File: config.mk
export PLATFORM = sky130hd
export DESIGN_NAME = frame_tick_gen
export DESIGN_NICKNAME = d
export VERILOG_FILES = /design/src/rtl/frame_tick_pkg.sv /design/src/rtl/tick_lane.sv /design/src/rtl/frame_tick_gen.sv
export SDC_FILE = /design/constraint.sdc
export NUM_CORES = 1
export LEC_CHECK = 0
export BUFFER_PORTS_ARGS = -buffer_cell sky130_fd_sc_hd__buf_2
export CAP_MARGIN = 20
export CORE_MARGIN = 4
export CORE_UTILIZATION = 38
export DETAILED_ROUTE_END_ITERATION = 7
export GPL_TIMING_DRIVEN = 0
export HOLD_SLACK_MARGIN = 0.1
export MAX_ROUTING_LAYER = met4
export SYNTH_ARGS = -nofsm -noshare
export SYNTH_HDL_FRONTEND = slang
export SYNTH_SLANG_ARGS = --single-unit
File: constraint.sdc
create_clock -name CLK -period 8.47 [get_ports CLK]
set_input_delay 2.1175 -clock CLK [delete_from_list [all_inputs] [get_ports CLK]]
set_output_delay 2.1175 -clock CLK [all_outputs]
set_load 0.005 [all_outputs]
File: src/rtl/frame_tick_pkg.sv
// Shared state encoding and default parameters for the frame tick generator.
// Optional FRAME_TICK_CNT_EN adds per-lane tick counters in tick_lane/frame_tick_gen.
package frame_tick_pkg;

  localparam int DEF_NUM_CH  = 4;
  localparam int DEF_SPEED_W = 8;
  localparam int DEF_ACC_W   = 10;
  localparam int DEF_PERIOD  = 240;
  localparam int DEF_PRELOAD = 0;

  typedef enum logic [1:0] {
    IDLE   = 2'd0,
    RUN    = 2'd1,
    PAUSED = 2'd2
  } state_t;

endpackage

File: src/rtl/tick_lane.sv
// One tick lane: phase accumulator, threshold compare and residual clamp.
// FRAME_TICK_CNT_EN adds a 16-bit wrapping tick counter output.
module tick_lane
  import frame_tick_pkg::*;
#(
  parameter int SPEED_W = DEF_SPEED_W,
  parameter int ACC_W   = DEF_ACC_W,
  parameter int PERIOD  = DEF_PERIOD,
  parameter int PRELOAD = DEF_PRELOAD
) (
  input  logic               CLK,
  input  logic               reset,
  input  logic               clear,
  input  logic               update,
  input  logic [SPEED_W-1:0] speed,
  output logic               tick
`ifdef FRAME_TICK_CNT_EN
  ,
  output logic [15:0]        tick_cnt
`endif
);

  localparam logic [ACC_W:0]   PERIOD_X  = (ACC_W+1)'(PERIOD);
  localparam logic [ACC_W:0]   LIMIT_X   = (ACC_W+1)'(PERIOD - 1);
  localparam logic [ACC_W-1:0] PRELOAD_V = ACC_W'(PRELOAD);

  logic [ACC_W-1:0] acc_q;
  logic [ACC_W:0]   sum;
  logic [ACC_W:0]   resid;
  logic             hit;
  logic [ACC_W-1:0] acc_next;

  // Residual is clamped so a speed at or above PERIOD still yields one tick per frame.
  always_comb begin
    sum      = {1'b0, acc_q} + {{(ACC_W+1-SPEED_W){1'b0}}, speed};
    hit      = (sum >= PERIOD_X);
    resid    = sum - PERIOD_X;
    if (resid > LIMIT_X) resid = LIMIT_X;
    acc_next = hit ? resid[ACC_W-1:0] : sum[ACC_W-1:0];
  end

  always_ff @(posedge CLK) begin
    if (reset || clear) begin
      acc_q <= PRELOAD_V;
      tick  <= 1'b0;
    end else begin
      tick <= update && hit;
      if (update) acc_q <= acc_next;
    end
  end

`ifdef FRAME_TICK_CNT_EN
  always_ff @(posedge CLK) begin
    if (reset || clear)    tick_cnt <= 16'd0;
    else if (update && hit) tick_cnt <= tick_cnt + 16'd1;
  end
`endif

endmodule

File: src/rtl/frame_tick_gen.sv
// Frame-synchronous tick generator: one frame pulse per VGA origin, RUN/PAUSED/IDLE FSM,
// NUM_CH accumulator lanes. FRAME_TICK_CNT_EN exposes per-lane tick counters on tick_cnt.
module frame_tick_gen
  import frame_tick_pkg::*;
#(
  parameter int NUM_CH  = DEF_NUM_CH,
  parameter int SPEED_W = DEF_SPEED_W,
  parameter int ACC_W   = DEF_ACC_W,
  parameter int PERIOD  = DEF_PERIOD,
  parameter int PRELOAD = DEF_PRELOAD
) (
  input  logic                        CLK,
  input  logic                        reset,
  input  logic [9:0]                  hc,
  input  logic [9:0]                  vc,
  input  logic                        run_en,
  input  logic                        pause,
  input  logic [NUM_CH-1:0]           ch_en,
  input  logic [NUM_CH*SPEED_W-1:0]   speed,
  output logic [NUM_CH-1:0]           tick,
  output logic                        frame_strobe,
  output logic [1:0]                  state
`ifdef FRAME_TICK_CNT_EN
  ,
  output logic [NUM_CH*16-1:0]        tick_cnt
`endif
);

  state_t state_q, state_d;
  logic   origin, origin_q, frame_pulse;

  assign origin      = (hc == 10'd0) && (vc == 10'd0);
  assign frame_pulse = origin && !origin_q;
  assign state       = state_q;

  always_ff @(posedge CLK) begin
    if (reset) begin
      state_q      <= IDLE;
      origin_q     <= 1'b0;
      frame_strobe <= 1'b0;
    end else begin
      state_q      <= state_d;
      origin_q     <= origin;
      frame_strobe <= frame_pulse;
    end
  end

  // Dropping run_en wins over any frame-pulse transition.
  always_comb begin
    state_d = state_q;
    if (!run_en) begin
      state_d = IDLE;
    end else if (frame_pulse) begin
      case (state_q)
        IDLE:    state_d = pause ? PAUSED : RUN;
        RUN:     if (pause) state_d = PAUSED;
        PAUSED:  if (!pause) state_d = RUN;
        default: state_d = IDLE;
      endcase
    end
  end

  // Lanes see the pre-transition state, so the frame that enters PAUSED still updates.
  for (genvar i = 0; i < NUM_CH; i++) begin : g_lane
    tick_lane #(
      .SPEED_W (SPEED_W),
      .ACC_W   (ACC_W),
      .PERIOD  (PERIOD),
      .PRELOAD (PRELOAD)
    ) u_lane (
      .CLK      (CLK),
      .reset    (reset),
      .clear    (!run_en),
      .update   (frame_pulse && (state_q == RUN) && ch_en[i]),
      .speed    (speed[i*SPEED_W +: SPEED_W]),
      .tick     (tick[i])
`ifdef FRAME_TICK_CNT_EN
      ,
      .tick_cnt (tick_cnt[i*16 +: 16])
`endif
    );
  end

endmodule

After elaboration in Yosys (flattened, before gate mapping) --
Cells that the tools add are included.
Storage, ports and cells: register bits after elaboration 48
Operators by class: add/subtract/negate cells 8, magnitude comparators 8, eq/ne operators 4, muxes and demuxes 12, bitwise logic cells 1, reduce and logical (&&, ||, !) cells 19
Operators with widths (count):
- two-way mux 10 bit | 8
- adder 10 x 8 -> 11 bit | 4
- >= comparator 11 x 8 -> 1 bit, second input constant | 4
- greater-than comparator 11 x 8 -> 1 bit, second input constant | 4
- subtractor 11 x 8 -> 11 bit, second input constant | 4
- logical NOT 10 bit | 2
- logical AND 1 bit | 11
- two-way mux 2 bit | 3
- one-hot mux 2 bit (3 select lines) | 1
- inequality test 2 bit, second input constant | 2
- AND reduction 3 bit | 1
- equality test 2 x 1 -> 1 bit, second input constant | 1
- equality test 2 bit, second input constant | 1
- logical NOT 1 bit | 2
- logical NOT 2 bit | 1
- OR reduction 2 bit | 1
- logical OR 1 bit | 1
- NOT 1 bit | 1

Depth between registers and ports, before layout --
depth in word-level cells 6, mapped depth 16, gate-level depth less buffers 16

Cells and area by module --
Synthesis repeated with hierarchy kept, for this count alone.
Unflattened totals: cells, all modules 545, area, all modules 4647.0 µm²
By module, submodules not included:
- tick_lane (g_lane[1].u_lane ...) | times used 2, cells an instance 129, area an instance 1109.8 µm², seq. area each 220.2 µm²
- tick_lane (g_lane[0].u_lane ...) | times used 2, cells an instance 130, area an instance 1091.0 µm², seq. area each 220.2 µm²
- frame_tick_gen | times used 1, cells an instance 27, area an instance 245.2 µm², seq. area each 80.1 µm²

Least setup slack after synthesis --
No wires, ideal clock.
kind input to register, from input port speed[24], to register g_lane[3].u_lane.acc_q[1], setup time 0.060 ns, data arrival time 4.939 ns, data required time 8.410 ns, setup slack 3.470 ns, stages 12, path through ha_1 inv_1 fa_1 nor2b_1 o21ai_0 a21oi_2 ha_1 or4b_1 or3_1 a211o_1 a21oi_4 o221a_1
Between the ends: cells in the longest elaborated chain, start to end 5, elaborated cells on any way between the ends 6, classes of those cells add/sub (2); order compare (2); mux (2)
Ends and longest elaborated chain:
- start, declared | line frame_tick_gen.sv:19 | input logic [NUM_CH*SPEED_W-1:0] speed,
- adder 10 x 8 -> 11 bit * | line tick_lane.sv:35 | sum = {1'b0, acc_q} + {{(ACC_W+1-SPEED_W){1'b0}}, speed};
- subtractor 11 x 8 -> 11 bit | line tick_lane.sv:37 | resid = sum - PERIOD_X;
- greater-than comparator 11 x 8 -> 1 bit | line tick_lane.sv:38 | if (resid > LIMIT_X) resid = LIMIT_X;
- two-way mux 10 bit | line tick_lane.sv:38
- two-way mux 10 bit * | line tick_lane.sv:39 | acc_next = hit ? resid[ACC_W-1:0] : sum[ACC_W-1:0];
- end signal, assigned | line tick_lane.sv:48 | if (update) acc_q <= acc_next;
- end, declared | line tick_lane.sv:27 | logic [ACC_W-1:0] acc_q;
Mark *: on every way between the ends. The rest lies on a longest branch, timed or not. A chain may end at the register's enable or synchronous reset.

Final worst setup path --
from input port speed[0], to register g_lane[0].u_lane.acc_q[1]
Between the ends: cells in the longest elaborated chain, start to end 5, elaborated cells on any way between the ends 6, classes of those cells add/sub (2); order compare (2); mux (2)
Ends and longest elaborated chain (line):
- adder 10 x 8 -> 11 bit * | tick_lane.sv:35
- subtractor 11 x 8 -> 11 bit | tick_lane.sv:37
- greater-than comparator 11 x 8 -> 1 bit | tick_lane.sv:38
- two-way mux 10 bit | tick_lane.sv:38
- two-way mux 10 bit * | tick_lane.sv:39
- end signal, assigned | tick_lane.sv:48
- end, declared | tick_lane.sv:27
Marked as above.

==> flow_summary.ini <==
[synthesis]
synth_compound_area_share_pct = 31.7
synth_mux_area_share_pct = 1.33
synth.top_cell.area_share_pct = 20.8
synth-async-reset-ratio_pct = 0
synth_top_family_by_area = compound AO/OA/AOI/OAI gates
synth_edf_count = 0
syn-cell-area_um2 = 4620
yosysUniqueCellTypes = 87
ys_ff_latch = 48
ys_warn_count = 0
yosysTopAreaCell = dfxtp_1
synth-simple-area-share_pct = 24.6
ys_seq_area_share_pct = 20.8
synth_cells = 581
synthAdderAreaFrac_pct = 12.6
synthFlopType = dfxtp_1
syn_area_per_cell_um2 = 7.96
synth_xor_area_share_pct = 3.98
syn_nets = 685
netlist_top_cells_area = dfxtp_1, ha_1, a21oi_1

[clock_network]
insertion_delay_ns = 0.28
cts_made_buffers = 5
htree_num_levels = 2
clk_pin_slew_worst_paths_ns = 0.07
cts_setup_buffers = 0
cts_resized = 0
cts_sinks = 48
cts_tree = done
root_buffer = clkbuf_16
ctsHoldBuffers = 0
clockBufferDepth = 2

[drt]
dr.pass1.iters = 6
drc_errors = 0
drt-initial-drc-count = 166
viasPerCell = 5.76
via_count = 4617
drt_wl_total_um = 12000
wl_per_cell_um = 14.9
ant_nets = 0

[timing]
hold_viol = 0
worst_slew_pin_slew_ns = 0.826
slew_violations = 0
fin_ws_ns = 3.21
max-slew-margin-rel_pct = 44.8
fin_crit_sh_pct = 62.1
finalSetupTns_ns = 0
timing.final.crit_period_ns = 5.26
max_freq_ghz = 0.190
rsz0062_at_grt = no
finalSetupViolCount = 0
fin_skew_ns = 0.00710

[final_layout]
nets = 758
syn2layout_area_growth_pct = 14.5
final_common_cell = buf_2
final_cell_mix = buf_2, dfxtp_1, nor2_1, ha_1
nFillCells = 1211
multi_input_area_um2 = 3440
diodes = 0
drive_gt1_share_pct = 15.7
regArea_um2 = 961

[outcome]
status = finished, final reports clean

[global_routing]
antenna_found_initial = 0
grt_pass1_vias = 4453
grt_pass1_wl_um = 20700
grt_use_total_pct = 17.6
overflow = 0
grt_max_degree = 15

[power_and_ir_drop]
swShare_pct = 26.2
power.net_switching_w = 0.000136
peakVddDrop_mv = 0.0627
leakage_nw = 2.20
p_seq_share_pct = 43.5
powerDensity_nw_per_um2 = 97.9
clockPowerShare_pct = 39.0
pwr-share-comb_pct = 17.5
p_int_w = 0.000383

[hold_path]
hp-class = register to register
hold_end = g_lane[0].u_lane.acc_q[5]
hp-start = g_lane[0].u_lane.acc_q[5]
hold_depth = 2

[worst_setup_path]
crit_required_ns = 8.65
r2r_start = g_lane[0].u_lane.acc_q[0]
worst-setup-path-type = primary input to register
critPathMaxFanout = 6
reg2reg_depth = 14
reg2reg_slack_ns = 4.78
end_kind = register
r2r_end = g_lane[0].u_lane.acc_q[1]
arrival_ns = 5.44
start_kind = primary input

[placement]
hpwl_um = 9660
port_buffers = 66
place_ws_ns = 2.93
gp_congestion = 0.891

[floorplan]
boundaryPins = 67
rows = 40
fp.dieH_um = 118
dieArea_um2 = 14000
core_region_area_um2 = 12000
dieWidth_um = 118
start_util_pct = 38.7

[run]
max_cap_violations = 0
## worst max-delay path by stage
stage / start / end / slack, ns
after floorplan: speed[24] / g_lane[3].u_lane.acc_q[1] / 3.47
after global placement: speed[0] / g_lane[0].u_lane.acc_q[1] / 2.99
after detailed placement: speed[0] / g_lane[0].u_lane.acc_q[1] / 2.93
after CTS: speed[0] / g_lane[0].u_lane.acc_q[1] / 3.22
after global routing: speed[0] / g_lane[0].u_lane.acc_q[0] / 2.94
final: speed[0] / g_lane[0].u_lane.acc_q[1] / 3.21
## per-stage QoR
stage / util, % / power (W) / hold slack [ns] / instances / area, µm²
2_1_floorplan: - / 0.000291 / 0.436 / 581 / 4620
3_3_place_gp: 43.0 / 0.000319 / 0.461 / 794 / 5140
3_5_place_dp: 43.0 / 0.000321 / 0.472 / 794 / 5140
4_1_cts: 44.3 / 0.000524 / 0.481 / 802 / 5300
5_1_grt: 44.3 / 0.000543 / 0.497 / 802 / 5300
6_report: 44.3 / 0.000518 / 0.474 / 802 / 5300
## worst max-delay path: stages
cell	delay [ns]
buf_2	0.08
ha_1	0.19
inv_1	0.06
fa_1	0.40
nor2b_1	0.17
o21ai_0	0.12
nor3b_1	0.18
nor2_1	0.29
ha_1	0.32
or3b_1	0.44
a311oi_1	0.22
a32oi_1	0.12
a31oi_1	0.27
o21ai_1	0.19
o221a_1	0.27
## power by group through the flow
stage / Sequential [W] / Combinational [W] / Clock (W)
after detailed placement: 0.000231 / 0.0000898 / 0
after global routing: 0.000225 / 0.000102 / 0.000216
final: 0.000226 / 0.0000907 / 0.000202
after floorplan: 0.000231 / 0.0000601 / 0
after CTS: 0.000226 / 0.0000906 / 0.000207
after global placement: 0.000231 / 0.0000879 / 0
## sequential cells by signal (all words and copies together) (netlist names)
signal / count
g_lane.u_lane.acc_q: 40
origin_q: 1
frame_strobe: 1
g_lane.u_lane.tick: 4
state: 2
## kinds of logic after synthesis
family	after synthesis
compound gates	204
simple gates	204
fa+ha+maj	44
xor+xnor	21
mux	6
flops	48
buf+inv	54
## cell type report
type                    count  share of cell area, %
well taps                 147                   3.47
clock buffers               7                   2.69
clock inverters             1                  0.142
plain buffers              19                   1.91
inverters                  35                   2.48
multi-input cells         479                   64.9
repair buffers             66                   6.24
flip-flops and latches     48                   18.1
## synth_stat cells (8+ instances only)
library cell,number
dfxtp_1,48
nor2_1,43
ha_1,40
a21oi_1,35
nand2_1,35
inv_1,33
o21ai_0,33
nor3_1,18
xnor2_1,17
a21o_1,14
o21ai_1,14
nor2b_1,12
o21a_1,11
clkbuf_1,10
nand3_1,10
nor4_1,10
and3_1,9
a31oi_1,8
and2_1,8
nand4_1,8
o221a_1,8
## per-layer routing
metal  track usage [%]  wire length, µm  vias up
met5                 -                0        -
met4              3.37              116        0
met3              2.15              476        8
met2              29.4             5630       96
met1              23.2             5750     2148
li1                  -                -     2365
Power figures use the tool's default switching activity.
